[src/rtl/timing_req_initiator_pkg.sv]
// Shared types and defaults for the req/out/clr sticky-flag initiator.
package timing_req_pkg;

  typedef enum logic [2:0] {
    IDLE,
    REQ,
    CLR,
    DRAIN,
    ERR
  } state_t;

  localparam int unsigned DEFAULT_TIMEOUT = 16;

endpackage

[src/rtl/timing_req_initiator_if.sv]
// Control, responder and status signals of the initiator, grouped for port reuse.
interface timing_req_initiator_if #(
  parameter int unsigned COUNT_WIDTH = 8,
  parameter int unsigned LAT_WIDTH   = 8
);
  logic                   start;
  logic [COUNT_WIDTH-1:0] num_reqs;
  logic                   resp;
  logic                   req;
  logic                   clr;
  logic                   busy;
  logic                   done;
  logic                   timeout_err;
  logic [COUNT_WIDTH-1:0] completed;
  logic [LAT_WIDTH-1:0]   last_latency;

  modport master (
    input  start, num_reqs, resp,
    output req, clr, busy, done, timeout_err, completed, last_latency
  );

  modport slave (
    output start, num_reqs, resp,
    input  req, clr, busy, done, timeout_err, completed, last_latency
  );
endinterface

[src/rtl/timing_req_initiator_wait_counter.sv]
// Saturating wait counter shared by the REQ and DRAIN waits.
module wait_counter #(
  parameter int unsigned WIDTH   = 8,
  parameter int unsigned TIMEOUT = 16
) (
  input  logic             clk,
  input  logic             rst,
  input  logic             clear,
  input  logic             enable,
  output logic [WIDTH-1:0] count,
  output logic             hit
);
  localparam logic [WIDTH-1:0] LAST = WIDTH'(TIMEOUT - 1);

  always_ff @(posedge clk or posedge rst) begin
    if (rst)
      count <= '0;
    else if (clear)
      count <= '0;
    else if (enable && count != LAST)
      count <= count + WIDTH'(1);
  end

  // The edge on which hit is seen is the TIMEOUT-th waiting edge.
  assign hit = (count == LAST);
endmodule

[src/rtl/timing_req_initiator.sv]
// Initiator FSM: issues num_reqs req/clr transactions, tracks count, latency and timeouts.
module timing_req_initiator
  import timing_req_pkg::*;
#(
  parameter int unsigned COUNT_WIDTH = 8,
  parameter int unsigned LAT_WIDTH   = 8,
  parameter int unsigned TIMEOUT     = DEFAULT_TIMEOUT
) (
  input logic                    clk,
  input logic                    rst,
  timing_req_initiator_if.master bus
);
  state_t                 state, state_n;
  logic [COUNT_WIDTH-1:0] remaining, remaining_n;
  logic [COUNT_WIDTH-1:0] completed_q, completed_n;
  logic [LAT_WIDTH-1:0]   latency_q, latency_n;
  logic                   req_q, clr_q, busy_q, done_q, err_q, done_n;
  logic                   wait_clear, wait_en, wait_hit;
  logic [LAT_WIDTH-1:0]   wait_cnt;

  wait_counter #(.WIDTH(LAT_WIDTH), .TIMEOUT(TIMEOUT)) u_wait (
    .clk    (clk),
    .rst    (rst),
    .clear  (wait_clear),
    .enable (wait_en),
    .count  (wait_cnt),
    .hit    (wait_hit)
  );

  always_comb begin
    state_n     = state;
    remaining_n = remaining;
    completed_n = completed_q;
    latency_n   = latency_q;
    done_n      = 1'b0;
    wait_clear  = 1'b0;
    wait_en     = 1'b0;
    case (state)
      IDLE, ERR: begin
        if (bus.start) begin
          completed_n = '0;
          if (bus.num_reqs != '0) begin
            state_n     = REQ;
            remaining_n = bus.num_reqs;
            wait_clear  = 1'b1;
          end else begin
            state_n = IDLE;
            done_n  = 1'b1;
          end
        end
      end
      REQ: begin
        if (bus.resp) begin
          state_n   = CLR;
          latency_n = wait_cnt + LAT_WIDTH'(1);
        end else if (wait_hit) begin
          state_n = ERR;
        end else begin
          wait_en = 1'b1;
        end
      end
      CLR: begin
        state_n    = DRAIN;
        wait_clear = 1'b1;
      end
      DRAIN: begin
        if (!bus.resp) begin
          completed_n = completed_q + COUNT_WIDTH'(1);
          remaining_n = remaining - COUNT_WIDTH'(1);
          if (remaining == COUNT_WIDTH'(1)) begin
            state_n = IDLE;
            done_n  = 1'b1;
          end else begin
            state_n    = REQ;
            wait_clear = 1'b1;
          end
        end else if (wait_hit) begin
          state_n = ERR;
        end else begin
          wait_en = 1'b1;
        end
      end
      default: state_n = IDLE;
    endcase
  end

  // Output flops are loaded from the next-state decode so they line up with state.
  always_ff @(posedge clk or posedge rst) begin
    if (rst) begin
      state       <= IDLE;
      remaining   <= '0;
      completed_q <= '0;
      latency_q   <= '0;
      req_q       <= 1'b0;
      clr_q       <= 1'b0;
      busy_q      <= 1'b0;
      done_q      <= 1'b0;
      err_q       <= 1'b0;
    end else begin
      state       <= state_n;
      remaining   <= remaining_n;
      completed_q <= completed_n;
      latency_q   <= latency_n;
      req_q       <= (state_n == REQ);
      clr_q       <= (state_n == CLR);
      busy_q      <= (state_n == REQ) || (state_n == CLR) || (state_n == DRAIN);
      done_q      <= done_n;
      err_q       <= (state_n == ERR);
    end
  end

  assign bus.req          = req_q;
  assign bus.clr          = clr_q;
  assign bus.busy         = busy_q;
  assign bus.done         = done_q;
  assign bus.timeout_err  = err_q;
  assign bus.completed    = completed_q;
  assign bus.last_latency = latency_q;
endmodule

[src/flat_wrapper.sv]
// flat-port wrapper written by rule: the top's interface ports become plain ports
module timing_req_initiator_flat import timing_req_pkg::*;
#(
  parameter int unsigned COUNT_WIDTH = 8,
  parameter int unsigned LAT_WIDTH   = 8,
  parameter int unsigned TIMEOUT     = DEFAULT_TIMEOUT
)
  (clk, rst, bus_start, bus_num_reqs, bus_resp, bus_req, bus_clr, bus_busy, bus_done, bus_timeout_err, bus_completed, bus_last_latency);
  timing_req_initiator_if #(.COUNT_WIDTH(COUNT_WIDTH), .LAT_WIDTH(LAT_WIDTH)) bus_i ();
  input logic clk;
  input logic rst;
  input wire logic [$bits(bus_i.start)-1:0] bus_start;
  input wire logic [$bits(bus_i.num_reqs)-1:0] bus_num_reqs;
  input wire logic [$bits(bus_i.resp)-1:0] bus_resp;
  output wire logic [$bits(bus_i.req)-1:0] bus_req;
  output wire logic [$bits(bus_i.clr)-1:0] bus_clr;
  output wire logic [$bits(bus_i.busy)-1:0] bus_busy;
  output wire logic [$bits(bus_i.done)-1:0] bus_done;
  output wire logic [$bits(bus_i.timeout_err)-1:0] bus_timeout_err;
  output wire logic [$bits(bus_i.completed)-1:0] bus_completed;
  output wire logic [$bits(bus_i.last_latency)-1:0] bus_last_latency;
  assign bus_i.start = bus_start;
  assign bus_i.num_reqs = bus_num_reqs;
  assign bus_i.resp = bus_resp;
  assign bus_req = bus_i.req;
  assign bus_clr = bus_i.clr;
  assign bus_busy = bus_i.busy;
  assign bus_done = bus_i.done;
  assign bus_timeout_err = bus_i.timeout_err;
  assign bus_completed = bus_i.completed;
  assign bus_last_latency = bus_i.last_latency;
  timing_req_initiator #(.COUNT_WIDTH(COUNT_WIDTH), .LAT_WIDTH(LAT_WIDTH), .TIMEOUT(TIMEOUT)) u_core (.clk(clk), .rst(rst), .bus(bus_i));
endmodule
[config.mk]
export PLATFORM = sky130hd
export DESIGN_NAME = timing_req_initiator_flat
export DESIGN_NICKNAME = d
export VERILOG_FILES = /design/src/rtl/timing_req_initiator_pkg.sv /design/src/rtl/timing_req_initiator_if.sv /design/src/rtl/timing_req_initiator_wait_counter.sv /design/src/rtl/timing_req_initiator.sv /design/src/flat_wrapper.sv
export SDC_FILE = /design/constraint.sdc
export NUM_CORES = 1
export LEC_CHECK = 0
export CORE_MARGIN = 10
export CORE_UTILIZATION = 60
export CTS_BUF_LIST = sky130_fd_sc_hd__clkbuf_16
export CTS_CLUSTER_SIZE = 14
export DETAILED_ROUTE_END_ITERATION = 16
export DONT_BUFFER_PORTS = 1
export GPL_TIMING_DRIVEN = 0
export PLACE_DENSITY = 0.74
export SLEW_MARGIN = 0
export SYNTH_ARGS = -nofsm -noshare
export SYNTH_HDL_FRONTEND = slang
export SYNTH_HIERARCHICAL = 1
export SYNTH_SLANG_ARGS = --single-unit
[constraint.sdc]
create_clock -name clk -period 4.5 [get_ports clk]
set_clock_uncertainty 0.1 [all_clocks]
set_input_delay 0.675 -clock clk [delete_from_list [all_inputs] [get_ports clk]]
set_output_delay 0.675 -clock clk [all_outputs]
set_load 0.05 [all_outputs]
# After elaboration in Yosys (flattened, before gate mapping)

Cells that the tools add are included.

Bits in registers: 40
Bits of input ports: 12
Output and inout bits: 21

Add/sub/neg operators: 3
Equal/unequal tests: 14
Mux-type cells: 30
Reduce and logical (&&, ||, !) cells: 11

Operator list:

| operator                                                           | number |
|---|---|
| 8-bit two-way mux                                                  | 7 |
| 8-bit one-hot mux with 2 select lines                              | 2 |
| 8-bit by 1-bit adder with 8-bit output, second input constant      | 2 |
| 1-bit two-way mux                                                  | 13 |
| 3-bit by 2-bit == test with 1-bit output, second input constant    | 4 |
| 3-bit two-way mux                                                  | 4 |
| 3-bit one-hot mux with 4 select lines                              | 1 |
| 8-bit by 1-bit == test with 1-bit output, second input constant    | 1 |
| 8-bit by 4-bit == test with 1-bit output, second input constant    | 1 |
| 8-bit by 4-bit != test with 1-bit output, second input constant    | 1 |
| 8-bit nonzero test                                                 | 1 |
| 8-bit by 1-bit subtractor with 8-bit output, second input constant | 1 |
| 3-bit by 1-bit == test with 1-bit output, second input constant    | 2 |
| 3-bit == test, second input constant                               | 2 |
| 2-bit != test, second input constant                               | 2 |
| 1-bit one-hot mux with 2 select lines                              | 2 |
| 4-bit AND reduction                                                | 1 |
| 2-bit nonzero test                                                 | 2 |
| 3-bit zero test                                                    | 1 |
| 1-bit one-hot mux with 3 select lines                              | 1 |
| 3-bit AND reduction                                                | 1 |
| 1-bit logical OR                                                   | 2 |
| 2-bit by 1-bit != test with 1-bit output, second input constant    | 1 |
| 2-bit AND reduction                                                | 1 |
| 2 further kinds                                                    | 2 |

# Depth between registers and ports, before layout

Gate-level depths: netlist (run 1).

Word-level depth: 7
Gate-level depth with buffers: 9
Depth with buffers taken out: 8

# Modules after synthesis

The synthesis (run 1) kept the hierarchy.

By module, submodules not included:

| module               | times used | cells an instance | area an instance (um^2) |
|---|---|---|---|
| timing_req_initiator | 1          | 184               | 1,793.0 |
| wait_counter         | 1          | 49                | 467.9 |

# Worst setup path before layout (run 1)

No wires, ideal clock.

Path type: reg-to-reg
From: register u_core.u_wait.count[0]
To: register u_core.u_wait.count[6]
Setup time: 0.125 ns
Arrival: 2.329 ns
Required time: 4.275 ns
Slack: 1.945 ns
Cell stages (with the launch flop): 8
Buffers on the path: 0
Clock period less this slack: 2.555 ns
Path through: dfrtp_1 > ha_1 > and3_1 > or4_1 > inv_1 > nand2_2 > or3_1 > mux2_4

Word-level cells in the longest chain between the ends: 6

Ends and longest elaborated chain:

| element                                    | RTL line                                               | text |
|---|---|---|
| start, declared                            | timing_req_initiator_wait_counter.sv:10                | `output logic [WIDTH-1:0] count,` |
| start signal, assigned                     | timing_req_initiator_wait_counter.sv:21                | `count <= count + WIDTH'(1);` |
| 8-bit by 4-bit == test with 1-bit output * | timing_req_initiator_wait_counter.sv:25                | `assign hit = (count == LAST);` |
| net u_core.wait_hit                        | timing_req_initiator.sv:18                             | `logic wait_clear, wait_en, wait_hit;` |
| 1-bit two-way mux *                        | timing_req_initiator.sv:56, timing_req_initiator.sv:77 |  |
| 1-bit two-way mux (on tied branches)       | timing_req_initiator.sv:67, timing_req_initiator.sv:53 |  |
| 1-bit one-hot mux with 2 select lines *    | timing_req_initiator.sv:38                             | `case (state)` |
| net u_core.wait_en                         | timing_req_initiator.sv:18                             |  |
| 1-bit logical AND *                        | timing_req_initiator_wait_counter.sv:20                | `else if (enable && count != LAST)` |
| 2-bit nonzero test (no source line) *      | n/a                                                    |  |

Mark *: on every way through the listed nets, which the timed path passes. The rest lies on a longest branch. The select of a mux whose other input is x is not followed.
A chain may end at the register's enable or synchronous reset.

# Worst setup path after layout (run 1)

Ends and elaborated chain as after synthesis.

==> results of run 1 <==
per-stage QoR:
| stage | setup WS [ns] | util | hold WS (ns) | std cells | instance area [sq um] |
|---|---|---|---|---|---|
| CTS | 1.738 | 0.6787 | 0.1471 | 289 | 2485 |
| floorplan | 1.945 | - | 0.3907 | 233 | 2261 |
| finish | 1.729 | 0.6863 | 0.1380 | 290 | 2512 |
| detailed placement | 1.745 | 0.6340 | 0.4403 | 281 | 2321 |
| global route | 1.569 | 0.6863 | 0.1551 | 290 | 2512 |
| global placement | 1.746 | 0.6340 | 0.4374 | 281 | 2321 |
cell families (layout without fill, tap and decap cells):
family	count (synthesis)	after routing	share of synthesized area
flip-flops	40	40	0.4427
XOR/XNOR	12	12	0.04649
AO/OA/AOI/OAI	50	50	0.1671
multiplexers	4	4	0.02269
AND/OR/NAND/NOR	103	103	0.2524
adder cells (fa/ha/maj)	5	5	0.02767
buffers and inverters	19	28	0.04095
worst max-delay path by stage:
stage,start,to
2_1_floorplan,u_core/u_wait/count[0],u_core/u_wait/count[6]
4_1_cts,u_core/u_wait/count[0],u_core/u_wait/count[6]
5_1_grt,u_core/u_wait/count[0],u_core/u_wait/count[0]
6_report,u_core/u_wait/count[0],u_core/u_wait/count[6]
3_5_place_dp,u_core/u_wait/count[0],u_core/u_wait/count[6]
3_3_place_gp,u_core/u_wait/count[0],u_core/u_wait/count[6]
power by group:
| group | internal [W] | switching, W | total [W] |
|---|---|---|---|
| Combinational | 0.000215 | 0.000299 | 0.000514 |
| Sequential | 0.000466 | 0.000328 | 0.000794 |
| Clock | 0.000259 | 0.000139 | 0.000398 |
| Total | 0.000939 | 0.000766 | 0.00171 |
layout make-up:
| cell class | count | area, sq um |
|---|---|---|
| well taps | 48 | 60.06 |
| multi-input cells | 174 | 1167 |
| flip-flops and latches | 40 | 1001 |
| clock inverters | 3 | 38.79 |
| repair buffers | 1 | 27.53 |
| inverters | 11 | 41.29 |
| clock buffers | 5 | 125.1 |
| fillers | 288 | 1149 |
| plain buffers | 8 | 51.30 |
state kept, by name (all words and copies together), names as in the netlist:
register and count:
u_core/bus.completed 8, u_core/u_wait/count 8, u_core/bus.done 1, u_core/bus.req 1, u_core/bus.busy 1, u_core/remaining 8
u_core/state 3, u_core/bus.last_latency 8, u_core/bus.clr 1, u_core/bus.timeout_err 1
cells in the final DEF (no fill, tap or decap), types with 4 or more instances in the layout:
master,n
a21oi_1,15
a21oi_2,4
buf_2,5
clkbuf_16,5
dfrtp_1,40
ha_1,5
inv_1,11
nand2_1,16
nand2b_1,4
nand3_1,15
nand4_1,6
nor2_1,25
nor2b_1,4
nor3_1,6
nor4_2,4
o211ai_1,5
o21ai_0,4
xnor2_1,4
xor2_1,8
routing by layer:
layer / wire, um / vias to the layer above / part of all wire
met5: 0 / - / 0
met4: 51 / 0 / 0.0099
met3: 397 / 4 / 0.077
met2: 2490 / 54 / 0.48
met1: 2217 / 883 / 0.43
li1: - / 863 / -
worst reg2reg max path: cells and delay by family, from the launching register on:
kind          cells  cell delay, ns
simple gates      4            1.27
flops             1            0.49
fa+ha+maj         1            0.32
mux               1            0.30
buf+inv           1            0.19
==> impl_results.md, run 1 <==
- Number of diodes: 0
- WL per Instance: 17.78 um
- Crit. End Element: flop
- Drt pass-1 iters: 4
- Crit-path cells: ha_1 -> and3_1 -> or4_1 -> inv_1 -> nand2_2 -> or3_1 -> mux2_4
- Setup TNS: 0 ns
- Initial antenna violation count: 0
- Cells on worst reg2reg path: 7
- Max Buffers Root-to-Sink: 2
- GR peak layer: met2
- Post-synth top area cell: dfrtp_1
- Number of global-route vias before repair: 1,728
- Top delay family on crit path: simple AND/OR/NAND/NOR gates
- Period utilisation layout: 0.6157
- Starting density of the core: 0.6176
- Maximum capacitance violations: 0
- DR vias: 1,804
- Fin. Hold Viols: 0
- Flop2flop setup slack: 1.73 ns
- CTS tree: yes
- GR met3 Demand/Resource: 0.04084
- Minimum clock period: 2.771 ns
- Final ANT Viol Nets: 0
- RSZ-0062 raised after global routing: false
- I/O pin count: 33
- Final #Nets: 258
- Worst path slowest cell: or4_1
- Synth Flop Type: dfrtp_1
- Yosys top cell area share: 0.4427
- Post-Synthesis Cells: 233
- Synth unique cells: 57
- Resized Gates After CTS: 0
- Max_slew headroom: 0.3737
- Largest net degree at the start of global routing: 33
- Critical path depth: 7
- CP Max Fanout: 10
- Placement row count: 22
- Slew @ Worst Pin: 0.9323 ns
- Routed wire length: 5157 um
- CP peak stage delay: 0.56 ns
- Drt drc: 0
- Die ar.: 0.006624 sq mm
- Crit path buffers/inverters: 1
- Met1 usage: 0.2030
- Warnings from Yosys: 6
- RR Endpoint: u_core/u_wait/count[6]
- Initial drt markers: 129
- Most frequent cells after synthesis: dfrtp_1 (40), nor2_1 (25), nand2_1 (16), a21oi_1 (15), nand3_1 (15)
- Global-route usage over all layers: 0.1614
- CP Data Required Time: 4.57 ns
- Status: complete, no violations
- First-pass GRT wire length: 8452 um
- Routability cong.: 0.8671
- Root Buffer: clkbuf_16
- Cts bufs inserted: 5
- Syn_area_per_cell: 9.704 sq um
- H-tree depth: 2
- Proportion of layout cells with a drive suffix above 1: 0.1446
- Reg2reg start: u_core/u_wait/count[0]
- Data arrival time of the critical path: 2.84 ns
- Setup bufs post-CTS: 0
- Synthesized area: 0.002261 sq mm
- Min-Delay Path Class: in -> async
- Maximum clock rate: 360.9 MHz
- Maximum VDD drop: 0.0003644 V
- Die Ht: 81.39 um
- Mapped Nets: 250
- Synth top area cells: dfrtp_1 (44%), nor2_1 (4.2%), a21oi_1 (3.3%)
- Cts hold-fix bufs: 0
- Count leader, synth: dfrtp_1
- Max-slew violations: 0
- DP HPWL: 3539 um
- Yosys reg bits: 40
- Clock Latency Late Sink: 0.28 ns
- GR Util met2: 0.2567
- Crit Path Class: reg -> reg
- Core area: 0.003661 sq mm
- Crit start category: flop
- Pwr Density: 678.9 mW/mm^2
- GR Overflow Total: 0
- Syn-to-layout area delta: 11.12%
- Clock transition at path regs: 0.06 ns
- Sequential share of the synthesized area: 0.4427
- Post-synth EDFFs: 0
- TritonCTS sink count: 40
- Vias per cell: 6.221
- Die width: 81.39 um
- PortBufs: 0
- Final Power: 0.001706 W
- Async SR Flop Fraction: 1.000
- Static leakage power: 1.077 nW
- Final setup viols: 0
(Power assumes the default switching activity.)
==> run 2, diff against run 1 <==
==> constraint.sdc (replaced) <==
create_clock -name clk -period 2.55 [get_ports clk]
set_clock_uncertainty 0.1 [all_clocks]
set_input_delay 0.3825 -clock clk [delete_from_list [all_inputs] [get_ports clk]]
set_output_delay 0.3825 -clock clk [all_outputs]
set_load 0.05 [all_outputs]
==> impl_results.md, run 2 (synthesized netlist as in run 1, its figures left out) <==
- Pwr Density: 1149 mW/mm^2 (was 678.9 mW/mm^2)
- Area of the multi-input gates: 0.001181 sq mm (was 0.001167 sq mm)
- Number of diodes: 0 (unchanged)
- DR vias: 1,823 (was 1,804)
- TritonCTS sink count: 40 (unchanged)
- Starting density of the core: 0.6176 (unchanged)
- Setup TNS: 0 ns (unchanged)
- Core area: 0.003661 sq mm (unchanged)
- Crit. End Element: flop (unchanged)
- Die ar.: 0.006624 sq mm (unchanged)
- Minimum clock period: 2.481 ns (was 2.771 ns)
- Number of global-route vias before repair: 1,723 (was 1,728)
- Syn-to-layout area delta: 14.06% (was 11.12%)
- Hold Slack: 0.1654 ns (was 0.1380 ns)
- Proportion of layout cells with a drive suffix above 1: 0.2080 (was 0.1446)
- Routability cong.: 0.8798 (was 0.8671)
- GR Overflow Total: 0 (unchanged)
- Slew @ Worst Pin: 0.9091 ns (was 0.9323 ns)
- Fillers: 291 (was 288)
- Die Ht: 81.39 um (unchanged)
- PnR worst setup slack: 0.06904 ns (was 1.729 ns)
- Final setup viols: 0 (unchanged)
- Root Buffer: clkbuf_16 (unchanged)
- Fin. Hold Viols: 0 (unchanged)
- I/O pin count: 33 (unchanged)
- Fin util: 0.7044 (was 0.6863)
- Global-route usage over all layers: 0.1643 (was 0.1614)
- Cts bufs inserted: 5 (unchanged)
- First-pass GRT wire length: 8549 um (was 8452 um)
- Drt pass-1 iters: 4 (unchanged)
- Clock Latency Late Sink: 0.28 ns (about the same)
- Status: complete, no violations (unchanged)
- Period utilisation layout: 0.9729 (was 0.6157)
- Clock transition at path regs: 0.06 ns (about the same)
- Max Buffers Root-to-Sink: 2 (unchanged)
- Most frequent cells in the layout: dfrtp_1 (34), nor2_1 (25), nand2_1 (16) (was dfrtp_1 (40), nor2_1 (25), nand2_1 (16))
- Sequential Area: 0.001008 sq mm (was 0.001001 sq mm)
- Initial drt markers: 120 (was 129)
- Commonest non-fill, non-tap cell in the layout: dfrtp_1 (unchanged)
- CP Data Required Time: 2.62 ns (was 4.57 ns)
- Fin area: 0.002579 sq mm (was 0.002512 sq mm)
- Maximum VDD drop: 0.0007861 V (was 0.0003644 V)
- Max_slew headroom: 0.3893 (was 0.3737)
- Data arrival time of the critical path: 2.55 ns (was 2.84 ns)
- CP Max Fanout: 6 (was 10)
- DP HPWL: 3542 um (was 3539 um)
- Die width: 81.39 um (unchanged)
- Place WS: -0.1524 ns (was 1.745 ns)
- Initial antenna violation count: 0 (unchanged)
- WL per Instance: 17.45 um (was 17.78 um)
- Min-Delay Path Class: in -> reg (was in -> async)
- Wire length on met1: 2249 um (was 2217 um)
- WL met3: 388 um (was 397 um)
- Max-slew violations: 0 (unchanged)
- Vias per cell: 6.117 (was 6.221)
- Drt drc: 0 (unchanged)
- Routed wire length: 5201 um (was 5157 um)
- RSZ-0062 raised after global routing: false (unchanged)
- Maximum clock rate: 403.1 MHz (was 360.9 MHz)
- Highest metal used: met4 (unchanged)
- Crit start category: flop (unchanged)
- PortBufs: 0 (unchanged)
- CTS tree: yes (unchanged)
- DP Area: 0.002321 sq mm (unchanged)
- H-tree depth: 2 (unchanged)
- Final ANT Viol Nets: 0 (unchanged)
- Largest net degree at the start of global routing: 33 (unchanged)
- Flop2flop setup slack: 0.07 ns (was 1.73 ns)
- Final #Nets: 266 (was 258)
- Crit Path Class: reg -> reg (unchanged)
- Wire length on met2: 2517 um (was 2490 um)
- Static leakage power: 1.083 nW (was 1.077 nW)
- Maximum capacitance violations: 0 (unchanged)
- Placement row count: 22 (unchanged)
-- run 2: cell count changes in the layout (fill, tap and decap cells not counted), sizes merged --
cell         before  now
dlygate4sd3       0    2
inv              12   11
bufinv            1    0
buf               8   14
clkinvlp          0    2
-- run 2: stage by stage --
stage               total power (W)  std cells
floorplan                  0.002094        233
global placement           0.002281        281
detailed placement         0.002313        281
CTS                        0.002951        293
global route               0.003182        298
finish                     0.002963        298
-- run 2: worst paths after layout --
| kind | startpoint | to | cells after the start |
|---|---|---|---|
| min reg2reg | u_core/remaining[1] | u_core/remaining[1] | 2 |
| min in group asynchronous | rst | u_core/u_wait/count[6] | 2 |
| max reg2reg | u_core/u_wait/count[1] | u_core/u_wait/count[6] | 7 |
| max in group asynchronous | rst | u_core/bus.completed[2] | 3 |
| max | u_core/u_wait/count[1] | u_core/u_wait/count[6] | 7 |
| min | bus_resp | u_core/state[1] | 2 |
-- run 2: cell type report --
type,instances,share of cell area
Timing Repair Buffer,9,0.03590
Tap cell,48,0.02329
Clock inverter,3,0.007278
Sequential cell,40,0.3911
Buffer,8,0.01989
Clock buffer,5,0.04852
Inverter,11,0.01601
Multi-Input combinational cell,174,0.4580
-- run 2: critical path: stages (launching register included) --
cell and delay, ns:
dfrtp_2 0.42, ha_2 0.22, and3_2 0.23, or4_4 0.55
inv_2 0.11, nand2_2 0.07, or3_1 0.37, mux2_4 0.30
-- run 2: repair_timing --
item	4_1_cts	5_1_grt
resized for setup	4	6
hold buffers	1	1
hold endpoints to repair	8	7
setup buffers	3	3
setup endpoints to repair	3	5
-- run 2: report_power, final --
group / total (W) / leakage [nW] / switching (W) / internal (W)
registers: 0.00138 / 0.493 / 0.000558 / 0.000825
logic: 0.000984 / 0.526 / 0.000565 / 0.000420
clock network: 0.000596 / 0.0635 / 0.000238 / 0.000358
-- run 2: per-layer routing --
metal  GRT usage  up-vias
met1      0.2125      887
li1            -      883
met2      0.2504       49
met3     0.06181        4
met5           0        -
met4     0.04671        0
==> run 3, diff against run 2 <==
--- a/config.mk
+++ b/config.mk
@@ -6,13 +6,13 @@
 export NUM_CORES = 1
 export LEC_CHECK = 0
 export CORE_MARGIN = 10
-export CORE_UTILIZATION = 60
+export CORE_UTILIZATION = 59
 export CTS_BUF_LIST = sky130_fd_sc_hd__clkbuf_16
 export CTS_CLUSTER_SIZE = 14
 export DETAILED_ROUTE_END_ITERATION = 16
 export DONT_BUFFER_PORTS = 1
 export GPL_TIMING_DRIVEN = 0
-export PLACE_DENSITY = 0.74
+export PLACE_DENSITY = 0.84
 export SLEW_MARGIN = 0
 export SYNTH_ARGS = -nofsm -noshare
 export SYNTH_HDL_FRONTEND = slang
==> impl_results.md, run 3 (synthesized netlist as in run 1, its figures left out) <==
- Starting density of the core: 0.6130 (was 0.6176)
- Crit start category: flop (unchanged)
- WL met3: 558 um (was 388 um)
- Min-Delay Path Class: in -> reg (unchanged)
- H-tree depth: 2 (unchanged)
- Worst path slowest cell: or4_4 (unchanged)
- WL per Instance: 19.29 um (was 17.45 um)
- CP Data Required Time: 2.62 ns (about the same)
- Setup TNS: 0 ns (unchanged)
- Crit. End Element: flop (unchanged)
- Root Buffer: clkbuf_16 (unchanged)
- Maximum capacitance violations: 0 (unchanged)
- Fin. Hold Viols: 0 (unchanged)
- DP Area: 0.002321 sq mm (unchanged)
- Reg power frac: 0.445 (was 0.467)
- Static leakage power: 1.104 nW (was 1.083 nW)
- Drt drc: 0 (unchanged)
- Clock transition at path regs: 0.06 ns (about the same)
- CTS tree: yes (unchanged)
- Highest metal used: met4 (unchanged)
- Final #Nets: 267 (was 266)
- PortBufs: 0 (unchanged)
- Die ar.: 0.006708 sq mm (was 0.006624 sq mm)
- NetSw: 0.001406 W (was 0.001361 W)
- Number of diodes: 0 (unchanged)
- CP Max Fanout: 6 (unchanged)
- Period utilisation layout: 0.9814 (was 0.9729)
- Syn-to-layout area delta: 15.16% (was 14.06%)
- Number of global-route vias before repair: 1,846 (was 1,723)
- Maximum clock rate: 399.6 MHz (was 403.1 MHz)
- Data arrival time of the critical path: 2.57 ns (was 2.55 ns)
- Crit Path Class: reg -> reg (unchanged)
- Fillers: 254 (was 291)
- Initial drt markers: 186 (was 120)
- Commonest non-fill, non-tap cell in the layout: dfrtp_1 (unchanged)
- Maximum VDD drop: 0.0006954 V (was 0.0007861 V)
- Max_slew headroom: 0.4269 (was 0.3893)
- GR Overflow Total: 0 (unchanged)
- Pwr Density: 1196 mW/mm^2 (was 1149 mW/mm^2)
- RSZ-0062 raised after global routing: false (unchanged)
- Area of the multi-input gates: 0.001175 sq mm (was 0.001181 sq mm)
- CP peak stage delay: 0.55 ns (about the same)
- Routed wire length: 5769 um (was 5201 um)
- Max-slew violations: 0 (unchanged)
- Sequential Area: 0.001008 sq mm (unchanged)
- Placement row count: 22 (unchanged)
- Fin area: 0.002604 sq mm (was 0.002579 sq mm)
- DR vias: 1,923 (was 1,823)
- Slew @ Worst Pin: 0.8531 ns (was 0.9091 ns)
- TritonCTS sink count: 40 (unchanged)
- Wire length on met1: 2255 um (was 2249 um)
- Max Buffers Root-to-Sink: 2 (unchanged)
- Global-route usage over all layers: 0.1670 (was 0.1643)
- Die width: 81.91 um (was 81.39 um)
- Die Ht: 81.91 um (was 81.39 um)
- Largest net degree at the start of global routing: 33 (unchanged)
- DP HPWL: 3673 um (was 3542 um)
- First-pass GRT wire length: 8714 um (was 8549 um)
- Initial antenna violation count: 0 (unchanged)
- Comb power frac: 0.327 (was 0.332)
- Fin util: 0.7059 (was 0.7044)
- Proportion of layout cells with a drive suffix above 1: 0.2112 (was 0.2080)
- Final ANT Viol Nets: 0 (unchanged)
- Sw Ratio: 0.4516 (was 0.4592)
- Drt pass-1 iters: 5 (was 4)
- I/O pin count: 33 (unchanged)
- Hold Slack: 0.1648 ns (was 0.1654 ns)
- Status: complete, no violations (unchanged)
- Core area: 0.003689 sq mm (was 0.003661 sq mm)
- Clk pwr share: 0.228 (was 0.201)
- Vias per cell: 6.431 (was 6.117)
- Minimum clock period: 2.503 ns (was 2.481 ns)
- Most frequent cells in the layout: dfrtp_1 (34), nor2_1 (25), nand2_1 (16) (unchanged)
- Crit-path cells: nor4_2 -> and3_2 -> or4_4 -> inv_2 -> nand2_2 -> or3_1 -> mux2_4 (was ha_2 -> and3_2 -> or4_4 -> inv_2 -> nand2_2 -> or3_1 -> mux2_4)
- Routability cong.: 0.9723 (was 0.8798)
- Wire length on met2: 2749 um (was 2517 um)
- Cts bufs inserted: 5 (unchanged)
- Internal power: 0.001708 W (was 0.001603 W)
- Final setup viols: 0 (unchanged)
- Clock Latency Late Sink: 0.28 ns (about the same)
run 3: changes by cell type in the layout (fill, tap and decap cells not counted):
cell and delta:
a31oi_1 +1, bufinv_16 +1, clkinv_2 +1, a31oi_2 -1, clkinv_1 -1, clkinvlp_4 -1, buf_4 +1
run 3: cell type report:
type,count,area share
clock buffers,5,0.04805
multi-input cells,174,0.4512
well taps,48,0.02307
inverters,11,0.01586
clock inverters,3,0.01634
plain buffers,8,0.01970
flip-flops and latches,40,0.3873
repair buffers,10,0.03844
run 3: timing repair:
item / CTS / global route
resized for setup: 5 / 4
hold buffers: 1 / 1
endpoints found under the setup margin: 5 / 3
hold endpoints to repair: 8 / 8
buffers inserted: 3 / 4
run 3: final timing paths:
path | start | depth (start not counted) | endpoint | slack, ns
setup / recovery | u_core/u_wait/count[6] | 7 | u_core/u_wait/count[6] | 0.05
min in group asynchronous | rst | 2 | u_core/u_wait/count[7] | 0.40
hold / removal | bus_resp | 2 | u_core/state[1] | 0.16
hold reg to reg | u_core/remaining[7] | 1 | u_core/remaining[7] | 0.48
setup reg to reg | u_core/u_wait/count[6] | 7 | u_core/u_wait/count[6] | 0.05
max in group asynchronous | rst | 3 | u_core/state[2] | 1.43
run 3: worst max-delay path: cells and delay by family (launching register included):
kind	cells	cell delay, ns
DFF	1	0.47
buffers and inverters	1	0.11
and+or+nand+nor	5	1.39
muxes	1	0.31
run 3: power by group through the flow:
stage	registers [W]	clock network, W	logic [W]
after CTS	0.00139	0.000722	0.000945
final	0.00139	0.000710	0.00102
after global placement	0.00141	0	0.000866
after global routing	0.00142	0.000755	0.00113
after floorplan	0.00135	0	0.000740
after detailed placement	0.00142	0	0.000898
run 3: layer usage:
metal / global-route usage / vias to the layer above
met5: 0 / -
met2: 0.2578 / 110
li1: - / 880
met4: 0.08503 / 0
met1: 0.1999 / 913
met3: 0.06223 / 20
run 3: stage by stage:
step	instances	setup slack [ns]	total power, W
floorplan	233	0.02468	0.002094
global placement	281	-0.1355	0.002275
detailed placement	281	-0.1751	0.002314
CTS	293	0.003173	0.003053
global route	299	0.008578	0.003299
finish	299	0.04743	0.003115
